`config.mk`:
```
export PLATFORM = sky130hd
export DESIGN_NAME = fp_norm_round
export DESIGN_NICKNAME = d
export VERILOG_FILES = /design/src/rtl/fp_norm_round.sv
export SDC_FILE = /design/constraint.sdc
export NUM_CORES = 1
export LEC_CHECK = 0
export BUFFER_PORTS_ARGS = -buffer_cell sky130_fd_sc_hd__buf_2
export CAP_MARGIN = 10
export CORE_MARGIN = 2
export CORE_UTILIZATION = 56
export CTS_CLUSTER_DIAMETER = 200
export DETAILED_ROUTE_END_ITERATION = 6
export GPL_TIMING_DRIVEN = 0
export MAX_ROUTING_LAYER = met4
export PLACE_DENSITY = 0.82
export REMOVE_ABC_BUFFERS = 1
export SKIP_LAST_GASP = 1
export SYNTH_ARGS = -nofsm -noshare
export SYNTH_HDL_FRONTEND = slang
export SYNTH_SLANG_ARGS = --single-unit
export TNS_END_PERCENT = 20
```
`constraint.sdc`:
```
create_clock -name clk -period 6.05 [get_ports clk]
set_clock_uncertainty 0.2 [all_clocks]
set_input_delay 0.605 -clock clk [delete_from_list [all_inputs] [get_ports clk]]
set_output_delay 0.605 -clock clk [all_outputs]
set_load 0.1 [all_outputs]
```
`src/rtl/fp_norm_round.sv`:
```
// Normalize-and-round stage of the FP add/sub datapath (round-to-nearest-even or truncate).
// Define FP_NORM_FAST_EN to normalize with a single leading-zero-count shift instead of 1 bit/edge.
module fp_norm_round #(
  parameter bit          ROUND_EN = 1'b1,
  parameter int unsigned EXP_W    = 8
) (
  input  logic             clk,
  input  logic             rst,
  input  logic             in_valid,
  output logic             in_ready,
  input  logic             sign_i,
  input  logic [EXP_W-1:0] exp_i,
  input  logic [27:0]      sig_raw_i,
  input  logic             nan_i,
  output logic             out_valid,
  input  logic             out_ready,
  output logic             sign_o,
  output logic [EXP_W-1:0] exp_o,
  output logic [26:0]      sig_untrunc_o,
  output logic             carry_o,
  output logic             nan_o
);

  typedef enum logic [2:0] {
    StIdle,
    StAlign,
    StNorm,
    StRound,
    StDone
  } state_e;

  localparam logic [EXP_W-1:0] ExpMax  = '1;
  localparam logic [EXP_W-1:0] ExpOne  = EXP_W'(1);
  localparam logic [EXP_W-1:0] ExpZero = '0;

  state_e           state_q, state_d;
  logic             sign_q, sign_d;
  logic [EXP_W-1:0] exp_q, exp_d;
  logic [27:0]      sig_q, sig_d;
  logic             carry_q, carry_d;
  logic             nan_q, nan_d;

  logic [EXP_W-1:0] exp_inc;
  logic             rnd_inc;
  logic [24:0]      rnd_sum;

  assign exp_inc = exp_q + ExpOne;
  assign rnd_inc = sig_q[2] & (sig_q[1] | sig_q[0] | sig_q[3]);
  assign rnd_sum = {1'b0, sig_q[26:3]} + {24'd0, rnd_inc};

`ifdef FP_NORM_FAST_EN
  function automatic logic [4:0] lzc27(input logic [26:0] v);
    logic [4:0] n;
    logic       found;
    n     = 5'd0;
    found = 1'b0;
    for (int i = 26; i >= 0; i--) begin
      if (!found && !v[i]) begin
        n = n + 5'd1;
      end else begin
        found = 1'b1;
      end
    end
    return n;
  endfunction

  logic [EXP_W-1:0] lzc_ext;
  logic [EXP_W-1:0] exp_m1;
  logic [EXP_W-1:0] shamt;
  logic             shift_limited;

  assign lzc_ext       = EXP_W'(lzc27(sig_q[26:0]));
  assign exp_m1        = exp_q - ExpOne;
  assign shift_limited = lzc_ext > exp_m1;
  assign shamt         = shift_limited ? exp_m1 : lzc_ext;
`endif

  always_comb begin
    state_d = state_q;
    sign_d  = sign_q;
    exp_d   = exp_q;
    sig_d   = sig_q;
    carry_d = carry_q;
    nan_d   = nan_q;

    unique case (state_q)
      StIdle: begin
        if (in_valid) begin
          sign_d  = sign_i;
          exp_d   = exp_i;
          sig_d   = sig_raw_i;
          carry_d = 1'b0;
          nan_d   = nan_i;
          state_d = nan_i ? StDone : StAlign;
        end
      end

      StAlign: begin
        if (sig_q[27]) begin
          // Bit 0 stays sticky: it absorbs the bit shifted out.
          sig_d    = {1'b0, sig_q[27:1]};
          sig_d[0] = sig_q[1] | sig_q[0];
          exp_d    = exp_inc;
        end
        if ((exp_q == ExpMax) || (sig_q[27] && (exp_inc == ExpMax))) begin
          carry_d = 1'b1;
          exp_d   = ExpMax;
          state_d = StDone;
        end else begin
          state_d = StNorm;
        end
      end

      StNorm: begin
        if (sig_q[26:0] == 27'd0) begin
          exp_d   = ExpZero;
          state_d = StRound;
        end else if (sig_q[26]) begin
          state_d = StRound;
        end else if (exp_q <= ExpOne) begin
          exp_d   = ExpZero;
          state_d = StRound;
        end else begin
`ifdef FP_NORM_FAST_EN
          // Shift is capped so the exponent never drops below 1; a capped shift is denormal.
          sig_d = {1'b0, sig_q[26:0] << shamt};
          exp_d = shift_limited ? ExpZero : (exp_q - shamt);
`else
          sig_d = {1'b0, sig_q[25:0], 1'b0};
          exp_d = exp_q - ExpOne;
`endif
        end
      end

      StRound: begin
        if (ROUND_EN) begin
          if (rnd_sum[24]) begin
            sig_d   = 28'h4000000;
            exp_d   = exp_inc;
            carry_d = (exp_inc == ExpMax);
          end else begin
            sig_d = {1'b0, rnd_sum[23:0], 3'b000};
            // A denormal that rounds up into the hidden bit becomes the smallest normal.
            if ((exp_q == ExpZero) && rnd_sum[23] && !sig_q[26]) begin
              exp_d = ExpOne;
            end
          end
        end else begin
          sig_d = {sig_q[27:3], 3'b000};
        end
        state_d = StDone;
      end

      StDone: begin
        if (out_ready) begin
          state_d = StIdle;
        end
      end

      default: begin
        state_d = StIdle;
      end
    endcase
  end

  always_ff @(posedge clk) begin
    if (rst) begin
      state_q <= StIdle;
      sign_q  <= 1'b0;
      exp_q   <= ExpZero;
      sig_q   <= 28'd0;
      carry_q <= 1'b0;
      nan_q   <= 1'b0;
    end else begin
      state_q <= state_d;
      sign_q  <= sign_d;
      exp_q   <= exp_d;
      sig_q   <= sig_d;
      carry_q <= carry_d;
      nan_q   <= nan_d;
    end
  end

  assign in_ready      = (state_q == StIdle);
  assign out_valid     = (state_q == StDone);
  assign sign_o        = sign_q;
  assign exp_o         = exp_q;
  assign sig_untrunc_o = sig_q[26:0];
  assign carry_o       = carry_q;
  assign nan_o         = nan_q;

endmodule
```
# --- Yosys cells after proc, flatten, opt, wreduce, memory -nomap -nowiden ---
# Index checks and enable logic that the tools add are counted.
op_classes:
  addsub: 3
  magnitude_cmp: 1
  n_eq_ne: 18
  muxes: 28
  n_bitwise: 3
  n_reduce_logical: 17
op_table:
  columns: ["op", "count"]
  rows:
  - ["two-way mux 28 bit", 4]
  - ["case mux 28 bit (4 select lines)", 1]
  - ["two-way mux 8 bit", 8]
  - ["two-way mux 27 bit", 2]
  - ["case mux 8 bit (4 select lines)", 1]
  - ["zero test 27 bit", 1]
  - ["adder 24 x 1 -> 25 bit", 1]
  - ["two-way mux 3 bit", 7]
  - ["equality test 8 bit (second input constant)", 2]
  - ["case mux 3 bit (5 select lines)", 1]
  - ["!= test 2 bit (second input constant)", 7]
  - ["AND reduction 5 bit", 2]
  - ["!= test 3 bit (second input constant)", 3]
  - ["adder 8 x 1 -> 8 bit (second input constant)", 1]
  - ["<= comparator 8 x 1 -> 1 bit (second input constant)", 1]
  - ["zero test 8 bit", 1]
  - ["AND reduction 4 bit", 2]
  - ["subtractor 8 x 1 -> 8 bit (second input constant)", 1]
  - ["equality test 3 x 2 -> 1 bit (second input constant)", 2]
  - ["AND reduction 6 bit", 1]
  - ["!= test 4 bit (second input constant)", 1]
  - ["nonzero test 4 bit", 1]
  - ["equality test 3 x 1 -> 1 bit (second input constant)", 1]
  - ["equality test 3 bit (second input constant)", 1]
  - ["other kinds (12)", 17]
totals:
  reg_bits: 42
  input_bits: 42
  out_inout_bits: 40
  wordCells: 78

# --- Depth between registers and ports, before layout ---
logic_depth:
  word_depth: 9
  depth_mapped: 10
  depth_no_buf: 8

# --- Worst setup path before layout ---
# No wires, ideal clock.
synth_timing:
  path_kind: "reg-to-reg"
  startpoint: "register state_q[1]"
  endpoint: "register nan_q (netlist: nan_o)"
  setup_time_ns: 0.128
  t_arrival_ns: 3.311
  required_ns: 5.722
  slack_ns: 2.412
  path_stages_with_launch: 7
  n_path_buf: 2
  period_less_slack_ns: 3.638
  cell_sequence: "dfxtp_1 -> buf_2 -> buf_2 -> nor3_1 -> and2_1 -> mux2i_1 -> nor2_1"
synth_via:
  elab_chain_len: 2
synth_lines:
  columns: ["item", "line", "rtl"]
  rows:
  - ["start: declaration", "36", "state_e state_q, state_d;"]
  - ["start signal: assignment", "168", "state_q <= StIdle;"]
  - ["start signal: assignment", "175", "state_q <= state_d;"]
  - ["zero test 3 bit", null, null]
  - ["via in_ready", "10", "output logic in_ready,"]
  - ["AND reduction 2 bit (no source line)", null, null]
  - ["end signal: assignment", "180", "nan_q <= nan_d;"]
  - ["end: declaration", "41", "logic nan_q, nan_d;"]
# The timed path passes the listed nets, and every way through them passes these cells.
# A chain may end at the register's enable or synchronous reset.

# --- Worst setup path after layout ---
layout_timing:
  startpoint: "register exp_q[1] (netlist: exp_o[1])"
  endpoint: "register exp_q[4] (netlist: exp_o[4])"
layout_via:
  elab_chain_len: 6
  word_cells_on_any_way: 20
  cone_classes: "add/sub: 2; order compare: 1; eq/ne: 4; mux: 7; reduce/logical: 6"
layout_lines:
  columns: ["item", "line", "rtl"]
  rows:
  - ["start: declaration", "38", "logic [EXP_W-1:0] exp_q, exp_d;"]
  - ["start signal: assignment", "170", "exp_q <= ExpZero;"]
  - ["start signal: assignment", "177", "exp_q <= exp_d;"]
  - ["adder 8 x 1 -> 8 bit", "47", "assign exp_inc = exp_q + ExpOne;"]
  - ["equality test 8 bit", "105", "if ((exp_q == ExpMax) || (sig_q[27] && (exp_inc == ExpMax))) begin"]
  - ["logical AND 1 bit", "105", null]
  - ["logical OR 1 bit", "105", null]
  - ["!= test 3 bit (no source line) / two-way mux 8 bit (equally long branches)", null, null]
  - ["AND reduction 5 bit (no source line) / case mux 8 bit (4 select lines) (equally long branches)", null, null]
# Parallel ways exist; a longest one is shown, timed or not. The select of a mux whose other input is x is not followed.

==> flow_metrics.tcl <==
set metrics [dict create \
    cts_buffers 5 \
    dpl.hpwl_mm 7.09 \
    cts_setup_buffers 0 \
    ir_drop_v 0.000173 \
    cts-root-buf "clkbuf_8" \
    endpoint_kind "register" \
    dieArea_mm2 0.00755 \
    vias 4054 \
    setup_viol 0 \
    grt_pass1_vias 3632 \
    grt_max_degree 55 \
    overflow 0 \
    ys_seq_elements 42 \
    drive_above_1_share 0.209 \
    synth_area_mm2 0.00385 \
    outcome "finished clean" \
    dpl_cell_area_mm2 0.00398 \
    syn_avg_cell_area_um2 7.40 \
    wire_per_inst_um 17.2 \
    postRouteAntennaNets 0 \
    tightest_slew_ps 1220 \
    htree_levels 2 \
    fin_crit_sh 0.622 \
    p_leak_uw 0.00154 \
    hold_viol_final 0 \
    slowest_delay_ps 830 \
    drc_errors 0 \
    cts_max_path_buffers 2 \
    diodes 0 \
    path_class "register to register" \
    io_buffers 81 \
    final_area_mm2 0.00407 \
    die_w_um 86.9 \
    slowest_stage "nor3b_2" \
    final_cells 616 \
    start_util 0.573 \
    die_h_um 86.9 \
    grt_pass1_wl_mm 17.0 \
    clk_latency_ps 310 \
    area_delta_synth_final_pct 5.75 \
    required_ps 6000 \
    hold_class "register to register" \
    worstPathArrival_ps 3720 \
    final_common_cell "buf_2" \
    dpl_worst_slack_ps 2390 \
    postCtsHoldBufs 0 \
    critPathMaxFanout 11 \
    grt_setup_unrepaired "false" \
    pin_count 82 \
    setup_slack_ps 2280 \
    drt_iter0_markers 413 \
    rows 30 \
    fmax_mhz 266 \
    wirelength_mm 10.6 \
    synthFlopType "dfxtp_1" \
    cap_viol_max_count 0 \
    tritoncts "built" \
    via_per_inst 6.58 \
    crit_top_cell "nor3b_2" \
    cts_resized 0 \
    async_reset_ff_frac 0 \
    dpl.cell_count 608 \
    gp_congestion 0.953 \
    p_total_uw 1360 \
    antenna_found_initial 0 \
    clkSinkCount 42 \
    synth-seq-area-share 0.218 \
    synthDistinctLibCells 66 \
    crit_chain "ha_1 -> and4_1 -> nand4_1 -> a221oi_1 -> nor3b_2 -> nor3b_2 -> a211oi_1" \
    coreArea_mm2 0.00672 \
    clk_pin_slew_ps 80 \
    setup_tns_ps 0 \
    drv_slew 0 \
    grt_usage 0.282 \
    fin_nets 582 \
    final_cell_mix "buf_2 (81), nor2_1 (46), dfxtp_1 (42)" \
    power.density_mw_per_mm2 334 \
    netlist_instances 520 \
    dr.pass1.iters 5 \
    synth_edf_count 0 \
    startpoint_type "register" \
    period_minus_slack_ps 3770 \
    slew_headroom 0.185 \
    yosysWarnings 0 \
]
report_power, final:
part	switching [uW]	internal, uW
Sequential	109	320
Combinational	540	191
Clock	108	92.4
layer usage:
layer  wire, um  GRT usage
met1       4760      0.384
met2       4980      0.427
met3        688     0.0379
met4        165      0.102
met5          0          -
critical path: cells and delay by family (launching register included):
kind | cells | cell delay, ps
simple gates | 4 | 1910
compound gates | 2 | 650
flops | 1 | 510
fa+ha+maj | 1 | 350
flip-flops by register name (all words and copies together), names as in the netlist:
signal and cells:
carry_o 1, exp_o 8, nan_o 1, sig_q 28
sign_o 1, state_q 3
synthesized netlist by cell type, types with 2 or more instances:
cell type	number	area [um2]
nand2_1	39	146
a211oi_1	9	67.6
nor2b_1	2	12.5
and2_1	7	43.8
a222oi_1	3	30.0
a221oi_1	8	70.1
mux2_2	2	22.5
o41ai_1	9	78.8
nand2b_1	13	81.3
o31ai_1	5	37.5
xnor2_1	8	70.1
or3_1	3	18.8
o21ai_0	30	150
xor2_1	7	61.3
o32ai_1	3	26.3
nand4_1	10	62.6
nor3b_2	2	25.0
mux2i_1	9	90.1
o22ai_1	6	37.5
a31o_2	2	17.5
nor4_1	9	56.3
and3_1	4	25.0
buf_4	35	263
nor3_1	19	95.1
inv_1	13	48.8
o211ai_1	17	128
ha_1	5	62.6
o221ai_1	6	52.6
nor2_1	47	176
a21o_1	5	37.5
nand3b_1	12	90.1
nand3_1	17	85.1
and4_1	6	52.6
a311o_1	2	20.0
or4_1	3	22.5
a31oi_1	6	37.5
a21oi_1	29	145
buf_2	23	115
dfxtp_1	42	841
clkbuf_1	17	63.8
worst paths after layout:
check	start	end	slack, ps	depth (start not counted)
max	exp_o[1]$_SDFFE_PP0P_	exp_o[4]$_SDFFE_PP0P_	2280	7
min	carry_o$_SDFFE_PP0P_	carry_o$_SDFFE_PP0P_	280	2
max reg2reg	exp_o[1]$_SDFFE_PP0P_	exp_o[4]$_SDFFE_PP0P_	2280	7
min reg2reg	carry_o$_SDFFE_PP0P_	carry_o$_SDFFE_PP0P_	280	2
stage by stage:
step | utilization | hold WS, ps
2_1_floorplan | - | 320
3_3_place_gp | 0.582 | 259
3_5_place_dp | 0.592 | 272
4_1_cts | 0.606 | 284
5_1_grt | 0.606 | 311
6_report | 0.606 | 278
cell families (layout without fill, tap and decap cells):
group           count (synthesis)  in the layout  synth area share
xor+xnor                       15             15            0.0341
mux                            12             12            0.0351
simple gates                  206            206             0.292
flops                          42             42             0.218
fa+ha+maj                       5              5            0.0162
compound gates                151            151             0.275
buf+inv                        89            105             0.129
final cells by class:
| cell class | count | area [um2] |
|---|---|---|
| clock inverter | 1 | 5.00 |
| inverter | 13 | 48.8 |
| timing repair buffer | 84 | 459 |
| clock buffer | 7 | 86.3 |
| tap | 80 | 100 |
| fill | 620 | 2650 |
| multi-input combinational | 389 | 2530 |
| sequential | 42 | 841 |
Note: power is estimated with default switching activity, not from simulation.
